--- config.mk ---
export PLATFORM = sky130hd
export DESIGN_NAME = branch_flag_unit
export DESIGN_NICKNAME = d
export VERILOG_FILES = /design/src/rtl/cpu_pkg.sv /design/src/rtl/cond_eval.sv /design/src/rtl/branch_flag_unit.sv
export SDC_FILE = /design/constraint.sdc
export NUM_CORES = 1
export LEC_CHECK = 0
export CAP_MARGIN = 15
export CORE_MARGIN = 2
export CORE_UTILIZATION = 44
export CTS_BUF_LIST = sky130_fd_sc_hd__clkbuf_16
export DETAILED_ROUTE_END_ITERATION = 12
export PLACE_DENSITY = 0.86
export SLEW_MARGIN = 10
export SYNTH_ARGS = -nofsm -noshare
export SYNTH_HDL_FRONTEND = slang
export SYNTH_HIERARCHICAL = 1
export SYNTH_SLANG_ARGS = --single-unit
--- constraint.sdc ---
create_clock -name i_clk -period 3.6 [get_ports i_clk]
set_input_delay 0.36 -clock i_clk [delete_from_list [all_inputs] [get_ports i_clk]]
set_output_delay 0.36 -clock i_clk [all_outputs]
set_load 0.01 [all_outputs]
--- src/rtl/cpu_pkg.sv ---
// Shared LEGv8 execute-stage types: branch kinds, B.cond codes and the NZCV flag layout.
package cpu_pkg;

  typedef enum logic [2:0] {
    BR_NONE = 3'd0,
    BR_B    = 3'd1,
    BR_CBZ  = 3'd2,
    BR_CBNZ = 3'd3,
    BR_COND = 3'd4
  } br_kind_t;

  localparam logic [3:0] COND_EQ = 4'h0;
  localparam logic [3:0] COND_NE = 4'h1;
  localparam logic [3:0] COND_HS = 4'h2;
  localparam logic [3:0] COND_LO = 4'h3;
  localparam logic [3:0] COND_MI = 4'h4;
  localparam logic [3:0] COND_PL = 4'h5;
  localparam logic [3:0] COND_VS = 4'h6;
  localparam logic [3:0] COND_VC = 4'h7;
  localparam logic [3:0] COND_HI = 4'h8;
  localparam logic [3:0] COND_LS = 4'h9;
  localparam logic [3:0] COND_GE = 4'hA;
  localparam logic [3:0] COND_LT = 4'hB;
  localparam logic [3:0] COND_GT = 4'hC;
  localparam logic [3:0] COND_LE = 4'hD;
  localparam logic [3:0] COND_AL = 4'hE;
  localparam logic [3:0] COND_NV = 4'hF;

  typedef struct packed {
    logic n;
    logic z;
    logic c;
    logic v;
  } nzcv_t;

endpackage

--- src/rtl/cond_eval.sv ---
// Combinational B.cond evaluator; kept standalone so predicated-select logic can share it.
module cond_eval
  import cpu_pkg::*;
(
  input  logic [3:0] i_cond,
  input  nzcv_t      i_flags,
  output logic       o_taken
);

  logic w_hi, w_ge, w_gt;

  assign w_hi = i_flags.c & ~i_flags.z;
  assign w_ge = (i_flags.n == i_flags.v);
  assign w_gt = ~i_flags.z & w_ge;

  always_comb begin
    o_taken = 1'b0;
    case (i_cond)
      COND_EQ: o_taken = i_flags.z;
      COND_NE: o_taken = ~i_flags.z;
      COND_HS: o_taken = i_flags.c;
      COND_LO: o_taken = ~i_flags.c;
      COND_MI: o_taken = i_flags.n;
      COND_PL: o_taken = ~i_flags.n;
      COND_VS: o_taken = i_flags.v;
      COND_VC: o_taken = ~i_flags.v;
      COND_HI: o_taken = w_hi;
      COND_LS: o_taken = ~w_hi;
      COND_GE: o_taken = w_ge;
      COND_LT: o_taken = ~w_ge;
      COND_GT: o_taken = w_gt;
      COND_LE: o_taken = ~w_gt;
      COND_AL: o_taken = 1'b1;
      COND_NV: o_taken = 1'b1;
      default: o_taken = 1'b0;
    endcase
  end

endmodule

--- src/rtl/branch_flag_unit.sv ---
// EX-stage branch resolver: NZCV flag register, registered redirect and a bounded
// squash window that blocks wrong-path branches and flag setters.
module branch_flag_unit
  import cpu_pkg::*;
#(
  parameter int ADDR_W        = 64,
  parameter int SQUASH_CYCLES = 2
) (
  input  logic              i_clk,
  input  logic              i_reset_n,
  input  logic              i_ex_valid,
  input  logic              i_stall,
  input  logic              i_set_flags,
  input  logic              i_alu_zero,
  input  logic              i_alu_neg,
  input  logic              i_alu_carry,
  input  logic              i_alu_ovf,
  input  logic [2:0]        i_br_kind,
  input  logic [3:0]        i_cond,
  input  logic              i_reg_zero,
  input  logic [ADDR_W-1:0] i_br_target,
  output logic              o_br_taken,
  output logic [ADDR_W-1:0] o_pc_target,
  output logic              o_squash,
  output logic [3:0]        o_flags
);

  localparam logic [1:0] SQ_INIT = 2'(SQUASH_CYCLES);

  typedef enum logic {S_IDLE, S_SQUASH} state_t;

  state_t            r_state, w_state_nxt;
  logic [1:0]        r_cnt, w_cnt_nxt;
  logic              r_squash;
  logic              r_br_taken;
  logic [ADDR_W-1:0] r_pc_target;
  nzcv_t             r_flags;

  logic w_accept, w_cond_taken, w_taken;

  assign w_accept = i_ex_valid & ~i_stall & ~r_squash;

  // B.cond reads the registered flags; a setter never shares EX with a branch.
  cond_eval u_cond_eval (
    .i_cond  (i_cond),
    .i_flags (r_flags),
    .o_taken (w_cond_taken)
  );

  always_comb begin
    w_taken = 1'b0;
    if (w_accept) begin
      case (br_kind_t'(i_br_kind))
        BR_B:    w_taken = 1'b1;
        BR_CBZ:  w_taken = i_reg_zero;
        BR_CBNZ: w_taken = ~i_reg_zero;
        BR_COND: w_taken = w_cond_taken;
        default: w_taken = 1'b0;
      endcase
    end
  end

  always_comb begin
    w_state_nxt = r_state;
    w_cnt_nxt   = r_cnt;
    case (r_state)
      S_IDLE: begin
        if (w_taken) begin
          w_state_nxt = S_SQUASH;
          w_cnt_nxt   = SQ_INIT;
        end
      end
      S_SQUASH: begin
        if (!i_stall) begin
          w_cnt_nxt = r_cnt - 2'd1;
          if (r_cnt == 2'd1) w_state_nxt = S_IDLE;
        end
      end
      default: begin
        w_state_nxt = S_IDLE;
        w_cnt_nxt   = 2'd0;
      end
    endcase
  end

  always_ff @(posedge i_clk or negedge i_reset_n) begin
    if (!i_reset_n) begin
      r_state     <= S_IDLE;
      r_cnt       <= 2'd0;
      r_squash    <= 1'b0;
      r_br_taken  <= 1'b0;
      r_pc_target <= '0;
      r_flags     <= '0;
    end else begin
      r_state    <= w_state_nxt;
      r_cnt      <= w_cnt_nxt;
      r_squash   <= (w_cnt_nxt != 2'd0);
      // Pulse clears even under stall; it can only be set by an accepted branch.
      r_br_taken <= w_taken;
      if (w_taken) r_pc_target <= i_br_target;
      if (w_accept && i_set_flags)
        r_flags <= {i_alu_neg, i_alu_zero, i_alu_carry, i_alu_ovf};
    end
  end

  assign o_br_taken  = r_br_taken;
  assign o_pc_target = r_pc_target;
  assign o_squash    = r_squash;
  assign o_flags     = r_flags;

endmodule
==> results.md, run 1 <==
* Final TNS setup at 0 ns
* Most frequent cells in the layout: clkdlybuf4s50_1 (149), dfrtp_1 (73), mux2_4 (40), mux2_2 (21), clkbuf_16 (9)
* Setup crit start kind: primary input
* Most frequent CP cell: nand2_1
* Layout area overhead at 59.3%
* Footprint of the multi-input gates at between 0.001 and 0.0015 mm2
* Wire length on met2 at 3620 um
* # fillers at 488
* Leading cell type in the layout, fill and taps excluded: clkdlybuf4s50_1
* CP cell instances: clkdlybuf4s50_1 > xor2_1 > or4b_1 > nand2_1 > nand2_1 > o2111ai_1 > and4bb_2 > a211oi_2 > nor2b_4 > buf_4 > mux2_2
* Fin. max-slew vios at 0
* Initial antenna violation count at 0
* Layout cells sized above 1 at 23.3%
* Seq/Total Area, Yosys at 57.9%
* Post-synth top area cell: dfrtp_1
* Die W at between 80 and 90 um
* Max Used Layer: met4
* Drt first pass iters at 4
* Non-Filler Instances at approximately 460
* Clock Skew at between 0.004 and 0.005 ns
* Share of the synthesized area in the top cell type at between 50 and 60%
* Max-cap violations at 0
* DRT iter0 DRCs at 41
* Placement Setup Slack at ~0.46 ns
* Arrival time of the worst setup path at 3.00 ns
* H-tree depth at 3
* FFs w/ async S/R, synth at between 90% and 100%
* Final period util at roughly 78%
* M1 wire length at 2880 um
* Slowest CP cell: clkdlybuf4s50_1
* RSZ-0062 raised after global routing: no
* Hold_buf cts at 0
* Netlist cell types at 35
* Drt via density at 4.81
* PostCTS Resize Cnt at 0
* Clock Latency Late Sink at 0.33 ns
* Post-layout util at 73.1%
* WP buf/inv at 2
* Number of synthesized register bits at 73
* CP endpoint kind: register
* GP Congestion at roughly 0.73
* Core area at 0.00687 mm2
* Gr ovfl total at 0
* Hold_ws at approximately 0.17 ns
* Post-route DRC at 0
* Top_reg_cell synth: dfrtp_1
* Synthesis warning total at 6
* Final Total Pwr at ~3.9 mW
* Worst Hold Class: in -> async
* Root buf cell: clkbuf_16
* Worst EP required at 3.81 ns
* Largest net degree at the start of global routing at 74
* Clock Path Buffers at 2
* Cell area after synthesis at 0.00315 mm2
* Initial core utilization at roughly 46%
* Max VDD drop at 402 uV
* DP Wirelength at roughly 5300 um
* Post-Syn Nets at 283
* Setup CP Type: in -> reg
* Die span in y at 88.7 um
* ANT nets after route at 0
* Met3 wire length at 626 um
* Top cells by area, synth: dfrtp_1 (58%), mux2_4 (19%), mux2_2 (7.5%)
* DR WL/cell at 15.8 um
* Max_slew headroom at approximately two fifths
* Status: finished clean
* Vias in the first global route at 2,324
* Leakage power total at approximately 2.2 nW
* # IOs at 151
* Inserted Diodes at 0
* Placed insts at 441
* Tmin final at 2.80 ns
* FP Rows at 30
* Fin area at 0.00502 mm2
* Fin worst setup slack at 0.801 ns
* Worst-path clk slew at 0.05 ns
* Crit-path max cell delay at between 0.5 and 0.6 ns
* PwrDens at 770 mW/mm2
* Final net count at roughly 440
* Final setup fails at 0
* Hold Fails Final Rpt at 0
* Post-Route WL at 7240 um
* Measured slew at the worst slew-check pin at between 0.8 and 0.9 ns
* Avg Cell Area, Syn at 15.7 um2
* Worst Path Max Fanout at 21
* Max Clk Rate at 357 MHz
* # Post-CTS Setup Buffers at 0
* Placed instance area at 0.00474 mm2
* Number of flops mapped to enable cells by yosys at 0
* Port bufs at 150
* First-pass GRT wire length at 11,000 um
* CTS Buf Count at 9
* GRT Util Overall at roughly 19%
* Post-Syn Instances at 201
* Vias at 2,197
* Die ar. at between 0.007 and 0.008 mm2
* CTS tree: yes
* Critical path's top delay family: simple AND/OR/NAND/NOR gates
* CTS sink cnt at 73
* Register area at 0.00183 mm2
## state kept, by name, indices dropped and copies added (netlist names)
signal       cells
o_pc_target     64
o_flags          4
o_squash         1
o_br_taken       1
r_cnt            2
r_state          1
## cells by family after synthesis
logic type / synth area share, %
adder cells (fa/ha/maj): 0.397
AND/OR/NAND/NOR: 5.75
buffers and inverters: 2.62
multiplexers: 29.0
flip-flops: 57.9
XOR/XNOR: 0.555
AO/OA/AOI/OAI: 3.73
## layer usage
metal  track usage [%]  up-vias
met5                 0        -
met4              7.85        0
met3              5.04       10
met2              31.8       98
met1              22.1     1056
li1                  -     1033
## worst reg2reg max path, cell delays in order (launching register included)
cell and delay, ns:
dfrtp_1 0.44, xor2_1 0.20, or3_2 0.41, a21oi_1 0.13
a31oi_1 0.05, o2111ai_1 0.09, and4bb_2 0.26, a211oi_2 0.06
nor2b_4 0.15, buf_4 0.33, mux2_2 0.39
## cells in the mapped netlist (2+ instances only)
cell type,number
dfrtp_1,73
mux2_4,40
mux2_2,21
mux2_1,7
nand2_1,6
buf_6,5
a21oi_1,4
nor2_1,4
inv_1,3
nand2b_1,3
nor2b_1,3
nor3_1,3
o21ai_0,3
a31oi_1,2
and3b_1,2
buf_2,2
xor2_1,2
## layout make-up
cell class              instances  area share [%]
multi-input cells             117            24.9
flip-flops and latches         73            36.4
clock inverters                 7            1.22
repair buffers                152            30.4
clock buffers                   9            4.48
well taps                      96            2.39
inverters                       3           0.224
## path summary, 6_finish.rpt
check	cells past startpoint	endpoint	from	slack, ns
worst min-delay path	1	o_flags[2]	i_reset_n	0.17
worst min register to register	1	o_pc_target[51]	o_pc_target[51]	0.49
max in group asynchronous	1	o_pc_target[20]	i_reset_n	2.87
min in group i_clk	1	o_pc_target[51]	o_pc_target[51]	0.49
worst max-delay path	11	o_pc_target[29]	i_cond[0]	0.80
worst max register to register	10	o_pc_target[29]	o_flags[3]	0.97
## power by group
| part | total, mW | leakage [nW] | internal (mW) | switching [mW] |
|---|---|---|---|---|
| Clock | 0.851 | 0.144 | 0.528 | 0.323 |
| Sequential | 1.42 | 0.917 | 1.19 | 0.234 |
| Combinational | 1.60 | 1.13 | 1.07 | 0.524 |
Power figures use the tool's default switching activity.
==> run 2: changes to the inputs <==
--- a/config.mk
+++ b/config.mk
@@ -7,10 +7,10 @@
 export LEC_CHECK = 0
 export CAP_MARGIN = 15
 export CORE_MARGIN = 2
-export CORE_UTILIZATION = 44
+export CORE_UTILIZATION = 41
 export CTS_BUF_LIST = sky130_fd_sc_hd__clkbuf_16
 export DETAILED_ROUTE_END_ITERATION = 12
-export PLACE_DENSITY = 0.86
+export PLACE_DENSITY = 0.81
 export SLEW_MARGIN = 10
 export SYNTH_ARGS = -nofsm -noshare
 export SYNTH_HDL_FRONTEND = slang
==> constraint.sdc (replaced) <==
create_clock -name i_clk -period 2.7 [get_ports i_clk]
set_input_delay 0.27 -clock i_clk [delete_from_list [all_inputs] [get_ports i_clk]]
set_output_delay 0.27 -clock i_clk [all_outputs]
set_load 0.01 [all_outputs]
==> results.md, run 2 (same netlist as run 1, synthesis figures left out) <==
* Max Clk Rate at 391 MHz
* Post-route DRC at 0
* Gr ovfl total at 0
* Worst-path clk slew at 0.05 ns
* Layout area overhead at 65.0%
* Port bufs at 150
* Max-cap violations at 0
* Worst EP required at 2.90 ns
* Die span in y at about 90 um
* Clock Skew at around 0.0045 ns
* Final period util at 94.8%
* Root buf cell: clkbuf_16
* # IOs at 151
* Hold_ws at 0.0601 ns
* Most frequent cells in the layout: clkdlybuf4s50_1 (148), dfrtp_1 (71), mux2_4 (40), mux2_2 (21), buf_4 (11)
* DR WL/cell at 15.3 um
* Post-layout util at a little over two thirds
* Clock Latency Late Sink at between 0.3 and 0.4 ns
* Max_slew headroom at 41.2%
* Worst Hold Class: in -> async
* Leading cell type in the layout, fill and taps excluded: clkdlybuf4s50_1
* Vias in the first global route at 2,357
* Die W at 91.7 um
* First-pass GRT wire length at 11,400 um
* Clock Path Buffers at 2
* CP endpoint kind: register
* Inserted Diodes at 0
* Layout cells sized above 1 at between 20% and 30%
* Measured slew at the worst slew-check pin at 0.881 ns
* Drt first pass iters at 4
* GRT Util Overall at 17.2%
* Die ar. at 0.00841 mm2
* H-tree depth at 3
* Setup CP Type: reg -> reg
* FF-to-FF Start: o_flags[3]
* Tmin final at 2.56 ns
* Number of flip-flops in the largest register at 64
* ANT nets after route at 0
* CTS tree: yes
* Arrival time of the worst setup path at about 2.8 ns
* Post-Route WL at 7220 um
* Vias at 2,259
* Most used routing layer: met2
* Leakage power total at 2.28 nW
* Initial core utilization at 42.8%
* Grt met2 use at between 20% and 30%
* Hold_buf cts at 0
* Largest net degree at the start of global routing at 74
* Core area at 0.00737 mm2
* Hold Fails Final Rpt at 0
* Fin. max-slew vios at 0
* Met3 Usage GRT at under 10%
* Final net count at 450
* PwrDens at 1030 mW/mm2
* Final setup fails at 0
* Initial antenna violation count at 0
* FP Rows at 31
* Met1 Resource Use GR at 22.5%
* DRT iter0 DRCs at 46
* Status: finished clean
* Drt via density at between 4 and 5
* Max VDD drop at between 500 and 600 uV
* GP Congestion at 0.762
* DP Wirelength at ~5300 um
* CTS sink cnt at between 70 and 80
* CP startpoint: o_flags[3]
* Setup crit start kind: register
* CTS Buf Count at 9
* RSZ-0062 raised after global routing: no
* Worst Path Max Fanout at 11
## run 2: worst max-delay path: stages (launching register included)
cell,delay (ns)
dfrtp_2,0.44
xor2_1,0.18
or3_2,0.41
a21oi_1,0.13
a31oi_1,0.07
o2111ai_1,0.08
and4bb_2,0.25
a211oi_2,0.05
nor2b_4,0.16
buf_4,0.15
buf_6,0.15
mux2_2,0.35
## run 2: worst paths after layout
check / end / slack, ns / cells past startpoint
max: o_pc_target[30] / 0.14 / 11
min: o_pc_target[7] / 0.06 / 1
max reg2reg: o_pc_target[30] / 0.14 / 11
min reg2reg: o_pc_target[37] / 0.48 / 1
max in group asynchronous: o_flags[3] / 2.01 / 1
min in group i_clk: o_pc_target[37] / 0.48 / 1
## run 2: through the flow
step	power [mW]	worst slack [ns]	TNS, ns	instance area, um2	cells
floorplan	2.80	0.199	0	3150	201
global placement	4.00	-0.111	-5.41	4820	453
detailed placement	4.06	-0.142	-6.99	4820	453
CTS	5.41	0.119	0	5160	469
global route	5.64	0.00292	0	5200	472
finish	5.35	0.140	0	5200	472
## run 2: routing by layer
layer / part of all wire (%) / up-vias / wire [um]
li1: - / 1054 / -
met1: 45 / 1096 / 3220
met2: 48 / 101 / 3470
met3: 6.4 / 8 / 465
met4: 0.96 / 0 / 69
met5: 0 / - / 0
## run 2: report_power, final
part	switching (mW)	total, mW	internal, mW
sequential	0.318	1.90	1.59
clock	0.420	1.31	0.893
combinational	0.687	2.14	1.45
total	1.43	5.35	3.93
## run 2: layout make-up
class | instances | area, um2
clock buffer | 9 | 225
clock inverter | 7 | 110
fill | 504 | 2160
inverter | 3 | 11.3
multi-input combinational | 117 | 1250
sequential | 73 | 1830
tap | 99 | 124
timing repair buffer | 164 | 1650
## run 2: repair_timing
item | CTS | global route
endpoints found under the hold margin | 0 | 0
setup endpoints to repair | 0 | 3
setup buffers | 0 | 2
resized for setup | 0 | 4
